===== src/rtl/vme_a16_regslave.sv =====
// vme_a16_regslave
//   VME A16 slave exposing a small register file. Decodes short supervisory
//   (AM 0x2D) and short non-privileged (AM 0x29) cycles at BASE. Supports D8(O)
//   and D16 byte-lane writes. Terminates implemented registers with DTACK and
//   unimplemented indices with BERR.
//
// Ports
//   CLK, CRST           clock, synchronous active-high reset
//   XA, XAM             VME address / address modifier (sampled at decode)
//   XAS, XDS, XWRITE    bus strobes and direction (double-synchronised)
//   XIACK               interrupt acknowledge, cycle ignored when low
//   XD_I / XD_O, XD_OE  data from / to the bus, read drive enable
//   DDIR                transceiver direction, 1 = board-to-bus
//   XDTACK(OE)          DTACK level and driver enable
//   XBERR(OE)           BERR level and driver enable
//   REGS                register contents, reg i at [i*DWIDTH +: DWIDTH]
//   STAT                read-only sources for registers flagged in RO_MASK
//   WSTB                one-cycle write strobe per register
//   BUSY                FSM not idle
module vme_a16_regslave #(
  parameter logic [14:0]      BASE     = 15'h179,
  parameter int               IDX_BITS = 3,
  parameter int               NREGS    = 8,
  parameter int               DWIDTH   = 16,
  parameter logic [NREGS-1:0] RO_MASK  = '0,
  parameter int               TMO      = 255
) (
  input  logic                    CLK,
  input  logic                    CRST,
  input  logic [15:0]             XA,
  input  logic [5:0]              XAM,
  input  logic                    XAS,
  input  logic [1:0]              XDS,
  input  logic                    XWRITE,
  input  logic                    XIACK,
  input  logic [DWIDTH-1:0]       XD_I,
  output logic [DWIDTH-1:0]       XD_O,
  output logic                    XD_OE,
  output logic                    DDIR,
  output logic                    XDTACK,
  output logic                    XDTACKOE,
  output logic                    XBERR,
  output logic                    XBERROE,
  output logic [NREGS*DWIDTH-1:0] REGS,
  input  logic [NREGS*DWIDTH-1:0] STAT,
  output logic [NREGS-1:0]        WSTB,
  output logic                    BUSY
);

  localparam int AW    = 15 - IDX_BITS;
  localparam int NIDX  = 2 ** IDX_BITS;
  localparam int LANES = DWIDTH / 8;
  localparam int CW    = $clog2(TMO + 2);
  localparam logic [AW-1:0]   BASE_CMP = BASE[AW-1:0];
  localparam logic [NIDX-1:0] RO_EXT   = NIDX'(RO_MASK);
  localparam logic [CW-1:0]   TMO_LAST = CW'((TMO == 0) ? 0 : TMO - 1);

  typedef enum logic [2:0] {
    S_IDLE, S_SEL, S_DRIVE, S_ACK, S_BERR, S_REL, S_WAITAS
  } state_t;

  state_t state_reg, state_next;

  logic [1:0]          as_sync_reg, wr_sync_reg;
  logic [1:0]          ds_meta_reg, ds_sync_reg;
  logic [IDX_BITS-1:0] idx_reg;
  logic [CW-1:0]       cnt_reg;
  logic                rd_reg;
  logic [DWIDTH-1:0]   xd_o_reg;
  logic                xd_oe_reg, ddir_reg, busy_reg;
  logic                xdtack_reg, xdtackoe_reg, xberr_reg, xberroe_reg;
  logic [NREGS-1:0]    wstb_reg;

  logic              as_s, rd_s, ds_any, decode, idx_ok, is_ro, tmo_hit;
  logic [1:0]        lane_en;
  logic              wr_fire, rd_fire;
  logic [DWIDTH-1:0] rd_regs [NIDX];
  logic [DWIDTH-1:0] rd_stat [NIDX];
  logic [DWIDTH-1:0] rd_word;
  logic              unused_bits;

  assign unused_bits = XA[0];

  // Bus strobes are asynchronous to CLK; the FSM only ever sees these copies.
  always_ff @(posedge CLK) begin
    if (CRST) begin
      as_sync_reg <= 2'b11;
      wr_sync_reg <= 2'b11;
      ds_meta_reg <= 2'b11;
      ds_sync_reg <= 2'b11;
    end else begin
      as_sync_reg <= {as_sync_reg[0], XAS};
      wr_sync_reg <= {wr_sync_reg[0], XWRITE};
      ds_meta_reg <= XDS;
      ds_sync_reg <= ds_meta_reg;
    end
  end

  assign as_s       = as_sync_reg[1];
  assign rd_s       = wr_sync_reg[1];
  assign lane_en[0] = ~ds_sync_reg[0];
  assign lane_en[1] = (DWIDTH == 16) ? ~ds_sync_reg[1] : 1'b0;
  assign ds_any     = |lane_en;

  assign decode  = !as_s && (XAM == 6'h2D || XAM == 6'h29) && XIACK &&
                   (XA[15:IDX_BITS+1] == BASE_CMP);
  assign idx_ok  = (32'(idx_reg) < NREGS);
  assign is_ro   = RO_EXT[idx_reg];
  assign tmo_hit = (TMO != 0) && (cnt_reg == TMO_LAST) &&
                   (state_reg == S_SEL || state_reg == S_ACK);
  assign rd_word = is_ro ? rd_stat[idx_reg] : rd_regs[idx_reg];

  always_comb begin
    state_next = state_reg;
    wr_fire    = 1'b0;
    rd_fire    = 1'b0;
    case (state_reg)
      S_IDLE:   if (decode) state_next = S_SEL;
      S_SEL: begin
        // Timeout wins over a strobe arriving in the same cycle: no write.
        if (tmo_hit) begin
          state_next = S_REL;
        end else if (ds_any) begin
          if (!idx_ok) begin
            state_next = S_BERR;
          end else if (!rd_s) begin
            wr_fire    = !is_ro;
            state_next = S_ACK;
          end else begin
            rd_fire    = 1'b1;
            state_next = S_DRIVE;
          end
        end else if (as_s) begin
          state_next = S_IDLE;
        end
      end
      S_DRIVE:  state_next = S_ACK;
      S_ACK:    if (tmo_hit || !ds_any) state_next = S_REL;
      S_BERR:   if (!ds_any) state_next = S_REL;
      S_REL:    state_next = S_WAITAS;
      S_WAITAS: if (as_s) state_next = S_IDLE;
      default:  state_next = S_IDLE;
    endcase
  end

  // Bus-facing outputs are registered from the next state so pins never glitch;
  // REL keeps whichever terminator enable was active to drive it high once.
  always_ff @(posedge CLK) begin
    if (CRST) begin
      state_reg    <= S_IDLE;
      idx_reg      <= '0;
      cnt_reg      <= '0;
      rd_reg       <= 1'b0;
      xd_o_reg     <= '0;
      xd_oe_reg    <= 1'b0;
      ddir_reg     <= 1'b0;
      xdtack_reg   <= 1'b1;
      xdtackoe_reg <= 1'b0;
      xberr_reg    <= 1'b1;
      xberroe_reg  <= 1'b0;
      wstb_reg     <= '0;
      busy_reg     <= 1'b0;
    end else begin
      state_reg <= state_next;
      if (state_reg == S_IDLE && decode) begin
        idx_reg <= XA[IDX_BITS:1];
        cnt_reg <= '0;
        rd_reg  <= 1'b0;
      end else if (state_reg == S_SEL || state_reg == S_ACK) begin
        cnt_reg <= cnt_reg + 1'b1;
      end
      if (rd_fire) begin
        rd_reg   <= 1'b1;
        xd_o_reg <= rd_word;
      end
      xd_oe_reg    <= (state_next == S_DRIVE) || (state_next == S_ACK && rd_reg);
      ddir_reg     <= (state_next == S_DRIVE) || (state_next == S_ACK && rd_reg);
      xdtack_reg   <= (state_next != S_ACK);
      xdtackoe_reg <= (state_next == S_ACK) || (state_next == S_REL && xdtackoe_reg);
      xberr_reg    <= (state_next != S_BERR);
      xberroe_reg  <= (state_next == S_BERR) || (state_next == S_REL && xberroe_reg);
      wstb_reg     <= wr_fire ? (NREGS'(1) << idx_reg) : '0;
      busy_reg     <= (state_next != S_IDLE);
    end
  end

  // Register file. Indices beyond NREGS exist only as zero read sources so the
  // read mux can be indexed by the full index width.
  genvar gi;
  generate
    for (gi = 0; gi < NIDX; gi++) begin : g_reg
      if (gi < NREGS) begin : g_impl
        logic [DWIDTH-1:0] word_reg;
        always_ff @(posedge CLK) begin
          if (CRST) begin
            word_reg <= '0;
          end else if (wr_fire && idx_reg == IDX_BITS'(gi)) begin
            for (int li = 0; li < LANES; li++) begin
              if (lane_en[li]) word_reg[li*8 +: 8] <= XD_I[li*8 +: 8];
            end
          end
        end
        assign REGS[gi*DWIDTH +: DWIDTH] = word_reg;
        assign rd_regs[gi] = word_reg;
        assign rd_stat[gi] = STAT[gi*DWIDTH +: DWIDTH];
      end else begin : g_none
        assign rd_regs[gi] = '0;
        assign rd_stat[gi] = '0;
      end
    end
  endgenerate

  assign XD_O     = xd_o_reg;
  assign XD_OE    = xd_oe_reg;
  assign DDIR     = ddir_reg;
  assign XDTACK   = xdtack_reg;
  assign XDTACKOE = xdtackoe_reg;
  assign XBERR    = xberr_reg;
  assign XBERROE  = xberroe_reg;
  assign WSTB     = wstb_reg;
  assign BUSY     = busy_reg;

endmodule

===== config.mk =====
export PLATFORM = sky130hd
export DESIGN_NAME = vme_a16_regslave
export DESIGN_NICKNAME = d
export VERILOG_FILES = /design/src/rtl/vme_a16_regslave.sv
export SDC_FILE = /design/constraint.sdc
export NUM_CORES = 1
export LEC_CHECK = 0
export BUFFER_PORTS_ARGS = -buffer_cell sky130_fd_sc_hd__buf_2
export CAP_MARGIN = 40
export CORE_AREA = 2 2 137 139
export CTS_CLUSTER_SIZE = 20
export DETAILED_ROUTE_END_ITERATION = 6
export DIE_AREA = 0 0 139 141
export HOLD_SLACK_MARGIN = 0.15
export MAX_ROUTING_LAYER = met4
export PLACE_DENSITY = 0.76
export SYNTH_ARGS = -nofsm -noshare
export SYNTH_HDL_FRONTEND = slang
export SYNTH_SLANG_ARGS = --single-unit

===== constraint.sdc =====
create_clock -name CLK -period 1.8 [get_ports CLK]
set_input_delay 0.18 -clock CLK [delete_from_list [all_inputs] [get_ports CLK]]
set_output_delay 0.18 -clock CLK [all_outputs]
set_load 0.01 [all_outputs]

* Word level (Yosys, flattened, before mapping)
Memories as Yosys holds them, arrays and structs flattened. A register that Yosys moved wholly into a read port is not among the register bits. Index checks and enable logic that the tools add are counted.
Word-level totals: memories kept 1, output and inout port bits 159, bits in read-only memories 8, bits of input ports 173, flip-flop bits (word level) 182
Operators by class: magnitude comparators 2, $add $sub $neg 1, equal/unequal tests 23, shift-type cells 1, mux-type cells 28, reduce and logical (&&, ||, !) cells 48, bitwise operators 4
Memory list:
- (no name shown) | depth 8, bits a word 1, rd ports 1, clocked after Yosys merged registers in 1, write ports 0, RTL line 108 | assign is_ro = RO_EXT[idx_reg];
Operators with widths (count):
- $bmux 16 s3 | 2
- $mux 16 | 5
- $reduce_and 2->1 | 16
- $eq 3x3->1 const B | 9
- $mux 3 | 8
- $pmux 3 s7 | 1
- $eq 3x2->1 const B | 6
- $logic_and 1x1->1 | 16
- $eq 12x9->1 const B | 1
- $eq 6x6->1 const B | 2
- $mux 1 | 12
- $add 9x1->9 const B | 1
- $eq 9x8->1 const B | 1
- $shl 1x3->8 const A | 1
- $eq 3x1->1 const B | 2
- $logic_not 3->1 | 2
- $logic_or 1x1->1 | 6
- $reduce_or 2->1 | 3
- $ge 4x4->1 const B | 1
- $lt 3x4->1 const B | 1
- $not 3->4 | 1
- $logic_not 1->1 | 3
- $ne 3x2->1 const B | 1
- $ne 3x3->1 const B | 1
- other kinds (3) | 5

* Longest topological paths before layout
word-level depth 10, gate-level depth with buffers 10, gate-level depth less buffers 7

* Least setup slack after synthesis
OpenSTA, ideal clock, no wires.
path type register to register, from reg cnt_reg[0], to reg g_reg[0].g_impl.word_reg[10], slack -0.062 ns, data arrival time 1.735 ns, buffers on the path 0, cell stages (with the launch flop) 8, cells stage by stage dfxtp_1 -> inv_1 -> ha_1 -> nand4b_2 -> o21ai_2 -> nor4_4 -> mux2i_1 -> nor2_1
Between the ends: longest elaborated chain between the ends 6
Ends and longest elaborated chain:
- start, declared | RTL line 67 | logic [CW-1:0] cnt_reg;
- start signal, assigned | RTL line 170 | cnt_reg <= cnt_reg + 1'b1;
- $eq 9x8->1 | RTL line 109 | assign tmo_hit = (TMO != 0) && (cnt_reg == TMO_LAST) &&
- $logic_and 1x1->1 | RTL line 109
- $mux 1 | RTL line 121 | if (tmo_hit) begin
- $mux 1 | RTL line 117 | case (state_reg)
- $logic_and 1x1->1 | RTL line 197 | end else if (wr_fire && idx_reg == IDX_BITS'(gi)) begin
- $reduce_and 2->1 (no source line)
- end signal, assigned by index | RTL line 199 | if (lane_en[li]) word_reg[li*8 +: 8] <= XD_I[li*8 +: 8];
- end, declared | RTL line 193 | logic [DWIDTH-1:0] word_reg;
No other way between the ends. A chain may end at the register's enable or synchronous reset.

* Worst setup path in the final report
from reg cnt_reg[1], to reg g_reg[7].g_impl.word_reg[13]
Between the ends: longest elaborated chain between the ends 6
Ends and longest elaborated chain (RTL line):
- $eq 9x8->1 | 109
- $logic_and 1x1->1 | 109
- $mux 1 | 121
- $mux 1 | 117
- $logic_and 1x1->1 | 197
- $reduce_and 2->1 (no source line)
- end signal, assigned by index | 199
- end, declared | 193
No other way between the ends.

==> impl_results.md <==
- Nets: 1214
- CP max-delay cell: dfxtp_1
- Synth Area per Inst: 9.881 um^2
- # DRC: 0
- Compound-gate portion of the synthesized area: around a tenth
- CTS tree: yes
- Endpoints failing hold: 0
- Die area: 19600 um^2
- Actual slew at the worst max-slew pin: 0.3573 ns
- Final WL: between 20000 and 25000 um
- Sequential share of the synthesized area: a little under half
- Met2 Use GR: 36.09%
- Layout cells sized above 1: 37.20%
- Via/cell ratio: 5.297
- Max FFs per register: 128
- Req. time, crit path: 2.11 ns
- Max cap viols: 0
- Clk pin slew, worst setup/hold paths: 0.07 ns
- Peak supply drop: 688.5 uV
- GRT busiest layer: met2
- I/O pins: 332
- Fmax: between 0.5 and 0.6 GHz
- Synth area leaders: dfxtp_1 47%, mux2i_1 12%, mux4_2 9.3%
- Worst clock skew: roughly 0.011 ns
- Drt pass-1 iters: 5
- Fin util: 57.63%
- Initial antenna violation count: 0
- Post-Synth Simple-Gate Area: 16.78%
- EDFF count, synth: 0
- Largest net degree at the start of global routing: around 80
- Worst setup endpoint: g_reg[7].g_impl.word_reg[13]
- CTS sink cnt: between 150 and 200
- HPWL reported at the end of detailed placement: 16050 um
- Cells along the critical path: ha_4 -> nand4b_4 -> o21a_2 -> buf_4 -> nand4_2 -> buf_12 -> mux2i_1 -> nor2_1
- H-tree Lvls: 4
- Setup crit start: cnt_reg[1]
- Slew Limit Fails: 0
- Post-synth ARST share: 0%
- GPL Wtd Cong: 0.8541
- Worst setup EP type: flop
- Ys flop type: dfxtp_1
- Data arrival time of the worst path: 2.09 ns
- Met1 Track Usage GR: between 30% and 40%
- Fillers: 1565
- Mux share of post-synthesis cell area: 21.27%
- Commonest non-fill, non-tap cells in the layout: 200 x buf_2, 177 x dfxtp_1, 115 x nor2_1
- Area leader, netlist: dfxtp_1
- Fin crit share: 98.98%
- Synth Area in Adders: 0.3243%
- PortBufs: ~200
- Netlist Area Pre-Place: around 7700 um^2
- Initial DRC count: 498
- Global Route Usage Sum: between 20% and 30%
- Starting Density: 42.25%
- R2R setup slack: 0.02 ns
- Horiz. Die Dim: approximately 140 um
- Endpoints failing setup: 0
- M3 GR Usage: 4.076%
- Startpoint Class: flop
- Unrepaired setup endpoints after global routing: yes
- Total grt overflow: 0
- Clk_lat worst skew: 0.43 ns
- Lkg Pwr: 4.479 nW
- Root Buffer: clkbuf_16
- Vias: between 6000 and 7000
- Status: finished clean
- Vias in the first global route: approximately 6500
- Drt wl/cell: about 18 um
- Worst R2R End: g_reg[7].g_impl.word_reg[13]
- Syn nets: 956
- Commonest non-fill, non-tap cell in the layout: buf_2
- XOR/XNOR Fraction of Synth Area: less than 1%
- Post-route cell area: 10530 um^2
- Synth warn: 0
- Core Area: 18270 um^2
- Number of diodes: 0
- Yosys reg bits: between 150 and 200
- Distinct cell type count after synthesis: 47
- Worst r2r src: cnt_reg[1]
- Total power: approximately 0.0084 W
- Row count: 50
- Syn Inst Count: 781
- Critical Path Fanout Max: 8
- Setup TNS: 0 ns
- Cts bufs inserted: 17
- Path category of the worst min-delay check: reg2reg
- First-pass GRT wire length: 35740 um
- Delay of the slowest critical-path stage: 0.39 ns
- Area delta synth->final: 36.41%
- Maximum clock path buffer count: 2
- CP Class: reg2reg
- R2R cell count: 8
- Post-route ant nets: 0
- Largest family of logic cells by synthesized area: multiplexers
- Fin crit period: 1.782 ns
- Power Density: 798.6 nW/um^2
- Area share of the largest cell type after synthesis: 47.21%
- Relative slew slack: 76.18%
- Die height: 141 um
- Placed cell areas: 9373 um^2
[synth_stat cells (2+ instances only)]
cell	count
dfxtp_1	182
nor2_1	119
mux2i_1	92
nand2_1	83
a21oi_1	58
clkbuf_1	47
o21ai_0	43
mux4_2	32
a211oi_1	18
buf_2	13
or2_2	9
nand3_1	7
and3_1	6
nor3_1	6
nand2b_1	5
buf_4	4
nor2b_1	4
nor4_4	4
o21a_1	4
xnor2_1	4
a31oi_1	3
inv_1	3
nand4_2	3
nor3b_1	3
xor2_1	3
ha_1	2
nand4_1	2
nor3_4	2
o21ai_2	2
[final cells by class]
type | instances | area [um^2] | share of cell area, %
Inverter | 3 | 11.26 | 0.1070
Timing Repair Buffer | 304 | 2019 | 19.18
Tap cell | 234 | 292.8 | 2.781
Clock inverter | 14 | 222.7 | 2.116
Clock buffer | 17 | 425.4 | 4.041
Multi-Input combinational cell | 531 | 3901 | 37.06
Sequential cell | 182 | 3655 | 34.72
[stage by stage]
step / instances / setup slack (ns) / hold slack, ns
final: 1285 / 0.01833 / 0.4170
after global routing: 1285 / -0.03752 / 0.4352
after CTS: 1279 / 0.0003129 / 0.3911
after detailed placement: 1219 / -0.2069 / 0.3658
after global placement: 1219 / -0.2067 / 0.3672
after floorplan: 781 / -0.01921 / 0.2838
[repair_timing]
item,4_1_cts,5_1_grt
gates resized for setup,14,24
cloned,0,0
pin swaps,3,5
setup buffers,3,7
hold buffers,26,0
endpoints found under the hold margin,130,0
endpoints found under the setup margin,92,136
[cells by family after synthesis]
kind of cell               count (synthesis)
and+or+nand+nor                          266
DFF                                      182
AOI/OAI and AO/OA                        132
muxes                                    124
buffers and inverters                     68
xor gates and xnor gates                   7
adders and majority gates                  2
[critical path: cells and delay by family (launching register included)]
kind	cells	cell delay, ns
mux	1	0.23
compound gates	1	0.27
buf+inv	2	0.30
flops	1	0.39
fa+ha+maj	1	0.16
simple gates	3	0.31
[how the worst min path moves through the flow]
stage,from,endpoint,depth (start not counted)
final,ds_meta_reg[0],ds_sync_reg[0],1
after global routing,wr_sync_reg[0],wr_sync_reg[1],1
after CTS,XAM[1],idx_reg[1],7
after detailed placement,XAS,as_sync_reg[0],2
after global placement,XDS[0],ds_meta_reg[0],2
after floorplan,XAS,as_sync_reg[0],1
[metal layers]
metal | routed length [um] | share of wire [%]
met3 | 1363 | 5.9
met1 | 10210 | 45
met5 | 0 | 0
met2 | 10630 | 46
met4 | 716 | 3.1
[report_power, final]
part	internal, W	switching, W	leakage (nW)
Sequential	0.00403	0.00000568	1.47
Combinational	0.000103	0.000147	2.69
Clock	0.00248	0.00164	0.316
Power figures use the tool's default switching activity.
